**src/rtl/define.sv**
```systemverilog
// Shared CSR bus widths and CSR addresses used by the core.
`ifndef CLINT_DEFINE_SV
`define CLINT_DEFINE_SV

`define CSR_ADDR_BUS 31:0
`define CSR_DATA_BUS 31:0

`define CSR_MSTATUS 32'h0000_0300
`define CSR_MEPC    32'h0000_0341
`define CSR_MCAUSE  32'h0000_0342

`endif

```
**src/rtl/clint_pkg.sv**
```systemverilog
// Types, instruction encodings and mstatus helpers for the core-local
// interrupt/exception controller.
package clint_pkg;

    typedef enum logic [2:0] {
        IDLE      = 3'd0,
        W_MEPC    = 3'd1,
        W_MCAUSE  = 3'd2,
        W_MSTATUS = 3'd3,
        W_MRET    = 3'd4,
        ASSERT    = 3'd5
    } state_t;

    localparam logic [31:0] INST_ECALL  = 32'h0000_0073;
    localparam logic [31:0] INST_EBREAK = 32'h0010_0073;
    localparam logic [31:0] INST_MRET   = 32'h3020_0073;

    localparam int MSTATUS_MIE  = 3;
    localparam int MSTATUS_MPIE = 7;

    localparam logic [31:0] CAUSE_ECALL    = 32'd11;
    localparam logic [31:0] CAUSE_EBREAK   = 32'd3;
    localparam logic [31:0] CAUSE_INT_FLAG = 32'h8000_0000;

    // Trap entry: stash MIE into MPIE and disable interrupts.
    function automatic logic [31:0] trap_mstatus(input logic [31:0] ms);
        logic [31:0] r;
        r = ms;
        r[MSTATUS_MPIE] = ms[MSTATUS_MIE];
        r[MSTATUS_MIE]  = 1'b0;
        return r;
    endfunction

    // Trap return: restore MIE from MPIE and set MPIE.
    function automatic logic [31:0] mret_mstatus(input logic [31:0] ms);
        logic [31:0] r;
        r = ms;
        r[MSTATUS_MIE]  = ms[MSTATUS_MPIE];
        r[MSTATUS_MPIE] = 1'b1;
        return r;
    endfunction

endpackage

```
**src/rtl/clint_int_prio.sv**
```systemverilog
// Lowest-index-wins priority encoder over the external interrupt lines.
module clint_int_prio #(
    parameter int   INT_NUM = 8,
    localparam int  IDX_W   = (INT_NUM > 1) ? $clog2(INT_NUM) : 1
) (
    input  logic [INT_NUM-1:0] int_flag,
    output logic               int_valid,
    output logic [IDX_W-1:0]   int_index
);

    // Scan from the top down so the lowest set line is the last one written.
    always_comb begin
        int_valid = |int_flag;
        int_index = '0;
        for (int i = INT_NUM - 1; i >= 0; i--) begin
            if (int_flag[i]) begin
                int_index = IDX_W'(i);
            end
        end
    end

endmodule

```
**src/rtl/clint_ctrl.sv**
```systemverilog
// Core-local interrupt/exception controller: detects ecall/ebreak/mret and
// enabled external interrupts in ID, sequences mepc/mcause/mstatus writes
// into the CSR file one per cycle while holding the pipeline, then issues a
// one-cycle redirect to mtvec (trap) or mepc (mret).
`include "define.sv"

module clint_ctrl
    import clint_pkg::*;
#(
    parameter int INT_NUM        = 8,
    parameter int INT_CAUSE_BASE = 16
) (
    input  logic                 clk_i,
    input  logic                 rst_n_i,
    input  logic [31:0]          inst_i,
    input  logic [31:0]          inst_addr_i,
    input  logic [INT_NUM-1:0]   int_flag_i,
    input  logic                 jump_flag_i,
    input  logic [31:0]          jump_addr_i,
    input  logic                 ex_csr_wen_i,
    input  logic [31:0]          csr_mtvec_i,
    input  logic [31:0]          csr_mepc_i,
    input  logic [31:0]          csr_mstatus_i,
    output logic                 clint_wen_o,
    output logic [`CSR_ADDR_BUS] clint_waddr_o,
    output logic [`CSR_DATA_BUS] clint_wdata_o,
    output logic                 hold_flag_o,
    output logic                 int_assert_o,
    output logic [31:0]          int_addr_o
);

    localparam int IDX_W = (INT_NUM > 1) ? $clog2(INT_NUM) : 1;

    state_t      state_reg;
    logic [31:0] cause_reg;
    logic [31:0] epc_reg;
    logic [31:0] mstatus_reg;
    logic        mret_reg;

    logic             int_valid;
    logic [IDX_W-1:0] int_index;

    logic        ev_ecall;
    logic        ev_ebreak;
    logic        ev_mret;
    logic        ev_int;
    logic        ev_any;
    logic [31:0] int_cause;

    clint_int_prio #(
        .INT_NUM (INT_NUM)
    ) u_int_prio (
        .int_flag  (int_flag_i),
        .int_valid (int_valid),
        .int_index (int_index)
    );

    // Event decode; only meaningful while IDLE (the FSM ignores it elsewhere).
    always_comb begin
        ev_ecall  = (inst_i == INST_ECALL);
        ev_ebreak = (inst_i == INST_EBREAK);
        ev_mret   = (inst_i == INST_MRET);
        ev_int    = int_valid && csr_mstatus_i[MSTATUS_MIE];
        ev_any    = ev_ecall || ev_ebreak || ev_mret || ev_int;
        int_cause = CAUSE_INT_FLAG | (32'(INT_CAUSE_BASE) + 32'(int_index));
    end

    // Trap/mret sequencer; W_* states stall in place while EX owns the CSR port.
    always_ff @(posedge clk_i or negedge rst_n_i) begin
        if (!rst_n_i) begin
            state_reg   <= IDLE;
            cause_reg   <= '0;
            epc_reg     <= '0;
            mstatus_reg <= '0;
            mret_reg    <= 1'b0;
        end else begin
            case (state_reg)
                IDLE: begin
                    if (ev_ecall || ev_ebreak) begin
                        state_reg   <= W_MEPC;
                        cause_reg   <= ev_ecall ? CAUSE_ECALL : CAUSE_EBREAK;
                        epc_reg     <= inst_addr_i;
                        mstatus_reg <= csr_mstatus_i;
                        mret_reg    <= 1'b0;
                    end else if (ev_mret) begin
                        state_reg   <= W_MRET;
                        mstatus_reg <= csr_mstatus_i;
                        mret_reg    <= 1'b1;
                    end else if (ev_int) begin
                        // An in-flight EX redirect is where execution would resume.
                        state_reg   <= W_MEPC;
                        cause_reg   <= int_cause;
                        epc_reg     <= jump_flag_i ? jump_addr_i : inst_addr_i;
                        mstatus_reg <= csr_mstatus_i;
                        mret_reg    <= 1'b0;
                    end
                end
                W_MEPC:    if (!ex_csr_wen_i) state_reg <= W_MCAUSE;
                W_MCAUSE:  if (!ex_csr_wen_i) state_reg <= W_MSTATUS;
                W_MSTATUS: if (!ex_csr_wen_i) state_reg <= ASSERT;
                W_MRET:    if (!ex_csr_wen_i) state_reg <= ASSERT;
                ASSERT:    state_reg <= IDLE;
                default:   state_reg <= IDLE;
            endcase
        end
    end

    // CSR write port and redirect; must follow ex_csr_wen_i in the same cycle.
    always_comb begin
        clint_wen_o   = 1'b0;
        clint_waddr_o = '0;
        clint_wdata_o = '0;
        int_assert_o  = 1'b0;
        int_addr_o    = '0;
        case (state_reg)
            W_MEPC: if (!ex_csr_wen_i) begin
                clint_wen_o   = 1'b1;
                clint_waddr_o = `CSR_MEPC;
                clint_wdata_o = epc_reg;
            end
            W_MCAUSE: if (!ex_csr_wen_i) begin
                clint_wen_o   = 1'b1;
                clint_waddr_o = `CSR_MCAUSE;
                clint_wdata_o = cause_reg;
            end
            W_MSTATUS: if (!ex_csr_wen_i) begin
                clint_wen_o   = 1'b1;
                clint_waddr_o = `CSR_MSTATUS;
                clint_wdata_o = trap_mstatus(mstatus_reg);
            end
            W_MRET: if (!ex_csr_wen_i) begin
                clint_wen_o   = 1'b1;
                clint_waddr_o = `CSR_MSTATUS;
                clint_wdata_o = mret_mstatus(mstatus_reg);
            end
            ASSERT: begin
                int_assert_o = 1'b1;
                int_addr_o   = mret_reg ? csr_mepc_i : csr_mtvec_i;
            end
            default: ;
        endcase
    end

    // Stall as soon as an event is seen in IDLE; forced low while in reset.
    always_comb begin
        hold_flag_o = rst_n_i && ((state_reg != IDLE) || ev_any);
    end

endmodule

```
**config.mk**
```make
export PLATFORM = sky130hd
export DESIGN_NAME = clint_ctrl
export DESIGN_NICKNAME = d
export VERILOG_FILES = /design/src/rtl/clint_pkg.sv /design/src/rtl/clint_int_prio.sv /design/src/rtl/clint_ctrl.sv
export VERILOG_INCLUDE_DIRS = /design/src /design/src/rtl
export SDC_FILE = /design/constraint.sdc
export NUM_CORES = 1
export LEC_CHECK = 0
export ABC_CLOCK_PERIOD_IN_PS = 3200
export CAP_MARGIN = 20
export CORE_AREA = 3 3 118 120
export DETAILED_ROUTE_END_ITERATION = 6
export DIE_AREA = 0 0 121 123
export PLACE_DENSITY = 0.79
export SLEW_MARGIN = 20
export SYNTH_ARGS = -nofsm -noshare
export SYNTH_HDL_FRONTEND = slang
export SYNTH_HIERARCHICAL = 1
export SYNTH_SLANG_ARGS = --single-unit
```
**constraint.sdc**
```tcl
create_clock -name clk_i -period 3.2 [get_ports clk_i]
set_clock_uncertainty 0.1 [all_clocks]
set_input_delay 0.64 -clock clk_i [delete_from_list [all_inputs] [get_ports clk_i]]
set_output_delay 0.64 -clock clk_i [all_outputs]
set_load 0.005 [all_outputs]
```
After elaboration in Yosys (flattened, before gate mapping)
Cells that the tools add are included.
- equal/unequal tests: 13
- reductions and logical operators: 16
- add/sub/neg operators: 1
- muxes and demuxes: 43
- operators with widths (cell ; number):
    $mux 32 ; 16
    $pmux 32 s4 ; 1
    $mux 3 ; 14
    $eq 32x21->1 const B ; 1
    $eq 32x30->1 const B ; 1
    $eq 32x7->1 const B ; 1
    $mux 10 ; 3
    $pmux 10 s3 ; 1
    $pmux 3 s4 ; 1
    $reduce_or 8->1 ; 1
    $add 5x3->6 const A ; 1
    $eq 3x2->1 const B ; 2
    $eq 3x3->1 const B ; 2
    $mux 1 ; 6
    $ne 2x2->1 const B ; 3
    $reduce_bool 3->1 ; 2
    $logic_or 1x1->1 ; 4
    $mux 4 ; 1
    $ne 4x4->1 const B ; 1
    $reduce_and 4->1 ; 1
    $reduce_or 4->1 ; 1
    $eq 3x1->1 const B ; 1
    $logic_not 3->1 ; 1
    $reduce_and 3->1 ; 1
    5 further kinds ; 6
- bits in registers: 100
- logic and storage cells: 78

Depth between registers and ports, before layout
- depth in word-level cells: 12
- depth in mapped cells: 8

Modules after synthesis
Netlist, hierarchy kept.
- by module, submodules not included (module ; cells an instance ; times used ; area each (um^2)):
    clint_ctrl ; 539 ; 1 ; 4898.4
    clint_int_prio ; 13 ; 1 ; 81.3

Worst setup path after synthesis
No wires, ideal clock.
- path type: input to output
- start: in int_flag_i[4]
- end: out hold_flag_o
- arrival time: 1.796 ns
- cell stages on the path: 7
- setup slack: 0.664 ns
- cells stage by stage: nor4_2 > nand3_1 > and2_1 > clkbuf_1 > clkbuf_1 > nor2_1 > a21boi_0
- cells in the longest elaborated chain, start to end: 5
- RTL lines (item ; line ; source):
    start: declaration ; clint_ctrl.sv:17 ; input logic [INT_NUM-1:0] int_flag_i,
    $reduce_or 8->1 ; clint_int_prio.sv:13 ; int_valid = |int_flag;
    net int_valid ; clint_ctrl.sv:40 ; logic int_valid;
    $logic_and 1x1->1 ; clint_ctrl.sv:63 ; ev_int = int_valid && csr_mstatus_i[MSTATUS_MIE];
    $logic_or 1x1->1 ; clint_ctrl.sv:64 ; ev_any = ev_ecall || ev_ebreak || ev_mret || ev_int;
    $logic_or 1x1->1 ; clint_ctrl.sv:146 ; hold_flag_o = rst_n_i && ((state_reg != IDLE) || ev_any);
    $logic_and 1x1->1 ; clint_ctrl.sv:146 ;
    end: declaration ; clint_ctrl.sv:27 ; output logic hold_flag_o,
The timed path passes the listed nets, and every way through them passes these cells.

Final worst setup path
- start: reg state_reg[0]
- end: out clint_wdata_o[2]
- cells in the longest elaborated chain, start to end: 2
- elaborated cells between the ends (all ways): 5
- those cells by class: 4 x eq/ne; 1 x mux
- RTL lines (item ; line ; source):
    start: declaration ; clint_ctrl.sv:34 ; state_t state_reg;
    start signal: assignment ; clint_ctrl.sv:71 ; state_reg <= IDLE;
    start signal: assignment ; clint_ctrl.sv:80 ; state_reg <= W_MEPC;
    start signal: assignment ; clint_ctrl.sv:86 ; state_reg <= W_MRET;
    $eq 3x3->1, or another cell as far along ; clint_ctrl.sv:115 ; case (state_reg)
    $pmux 32 s4 * ; clint_ctrl.sv:115 ;
    end: declaration ; clint_ctrl.sv:26 ; output logic [`CSR_DATA_BUS] clint_wdata_o,
Every way passes the cells marked *; elsewhere a longest branch is shown, timed or not.

==> results.yml <==
min_path:
  hold_path.class: "in2async"
run:
  drv_cap: 0
synth:
  ys_ff_latch: 73
  avgSynthCellArea_sq_um: 9.02
  yosysMostFrequentCell: "nand2_1"
  ys_async_sr_fraction: 1.00
  synthTopCellsByArea: "dfrtp_1 (37%), nand2_1 (10%), mux2_4 (8.7%)"
  yosys_warnings: 6
  synth.largest_area_cell: "dfrtp_1"
  synthCells: 552
  synth_commonest_cells: "nand2_1 (134), dfrtp_1 (73), nor2_1 (43)"
  synth_area_sq_um: 4980
  synth-edff-count: 0
  synth_cell_type_count: 54
  ys.flop_type: "dfrtp_1"
  yosysSeqAreaShare: 0.367
  synthDominantCellAreaShare: 0.367
status:
  outcome: "finished, final reports clean"
global_route:
  grt_pass1_wl_mm: 27.4
  grt_pass1_vias: 5200
  track_usage: 0.235
  grt_max_degree: 67
  grt_overflow: 0
  antenna_found_initial: 0
die:
  initial_core_util: 0.381
  fp.dieArea_sq_um: 14900
  die_w_um: 121
  die_y_um: 123
  core-area_sq_um: 13100
  io_pins: 303
  rows: 42
clocking:
  cts_root_buf: "clkbuf_16"
  ctsHtreeMaxLevel: 3
  cts_buffer_depth: 2
  clk_pin_slew_ns: 0.06
  clock_sinks: 73
  cts_buffers: 9
  hold_buffers: 0
  post_cts_buffers: 0
  clock_latency_ns: 0.33
  tritoncts: "yes"
place:
  dp_hpwl_mm: 13.9
  numPortBuffers: 275
  placed_cell_area_sq_um: 7950
  gp_congestion: 0.851
cells_and_area:
  syn2layout_area_growth_pct: 65.9
  design_area_sq_um: 8260
  antenna_cells: 0
  final_util: 0.631
  drive_gt1_frac: 0.120
  finalNetCount: 1031
routing:
  firstDrtPassIters: 5
  drtIter0Drc: 262
  final_antenna_net_count: 0
  post-route-drc-count: 0
  avgViaCountPerCell: 5.04
  drt-wirelength-per-cell_um: 17.9
  num_vias: 5082
  postRouteWirelength_mm: 18.0
power:
  peakVddDrop_v: 0.000370
  power-per-cell-area_nw_per_um2: 629
  swShare: 0.333
  power.leakage_nw: 3.68
  intPower_mw: 3.46
  p_sw_mw: 1.73
  combPwrFrac: 0.490
  pwr-share-clk: 0.190
  p_seq_frac: 0.320
timing:
  setup_viol: 0
  finalHoldViolations: 0
  hold_ws_ns: 0.0336
  rsz0062_at_grt: "yes"
  period_share: 0.969
  slew-limit-headroom: 0.383
  maxSlewViolCount: 0
  worst_pin_slew_ns: 0.926
  max_freq_mhz: 322
  period_needed_ns: 3.10
critical_path:
  cp.arrival_ns: 2.36
  critPathLaunch: "state_reg[0]"
  end_kind: "output port"
  crit_required_ns: 2.46
  criticalPathCategory: "reg2out"
  rr_startpoint: "state_reg[2]"
  cp_max_fo: 9
  reg2reg_depth: 7
  start_kind: "flop"
-- critical path, cell delays in order, from the launching register on --
cell	delay, ns
dfrtp_2	0.47
nor2b_2	0.21
a22oi_2	0.22
nor2_2	0.07
buf_4	0.17
a222oi_1	0.36
inv_1	0.08
clkdlybuf4s50_1	0.45
-- power by group through the flow --
stage | Combinational [mW] | Sequential, mW | Clock (mW)
6_report | 2.55 | 1.66 | 0.988
5_1_grt | 2.75 | 1.71 | 1.05
4_1_cts | 2.55 | 1.65 | 1.01
3_5_place_dp | 2.52 | 1.66 | 0
3_3_place_gp | 2.48 | 1.63 | 0
2_1_floorplan | 1.44 | 1.54 | 0
-- cells in the final DEF (no fill, tap or decap), types with 9 or more instances in the layout --
cell type        Yosys  layout
inv_1               38      38
mux2_4              29      29
clkbuf_16            0       9
nor2_1              43      41
mux2i_1             33      33
clkdlybuf4s50_1      0     272
dfrtp_1             73      71
nand2_1            134     134
a32oi_1             32      32
a22o_1              26      26
conb_1               1      27
buf_4               30      29
-- per-stage QoR --
step                      total power, mW  worst slack (ns)  TNS (ns)  instances
final                                5.19            0.0992         0       1008
after CTS                            5.20            0.0319         0       1008
after floorplan                      2.98             0.664         0        578
after detailed placement             4.18            -0.180    -0.220        992
after global routing                 5.51           -0.0274    -0.115       1008
after global placement               4.11            -0.131    -0.131        992
-- layer usage --
layer  GRT usage  vias up  wire [um]
met2       0.406      253       9020
met5           0        -          0
met1       0.282     2388       6940
met3      0.0549       44       1480
li1            -     2397          -
met4      0.0942        0        601
-- path summary, 6_finish.rpt --
check / to / slack (ns)
max in group asynchronous: state_reg[0] / 1.87
hold reg to reg: cause_reg[2] / 0.40
hold / removal: epc_reg[28] / 0.03
setup / recovery: clint_wdata_o[2] / 0.1
setup reg to reg: cause_reg[2] / 1.17
min in group clk_i: cause_reg[2] / 0.40
-- layout make-up --
type / instances / area [sq um]
clock buffer: 11 / 233
clock inverter: 5 / 56.3
fill: 1093 / 4820
inverter: 38 / 143
multi-input combinational: 397 / 2730
sequential: 73 / 1830
tap: 176 / 220
timing repair buffer: 308 / 3050
-- kinds of logic after synthesis --
kind of cell              Yosys count  share of synthesized area
buffers and inverters             108                      0.113
DFF                                73                      0.367
other                               1                   0.000753
and+or+nand+nor                   216                      0.206
AOI/OAI and AO/OA                  87                      0.148
xor gates and xnor gates            1                    0.00176
muxes                              66                      0.163
-- repair_timing --
item                       4_1_cts  5_1_grt
setup endpoints to repair       13       30
gates resized for setup          5        4
gates cloned                     0        0
pin swaps                        3        0
(Power assumes the default switching activity.)
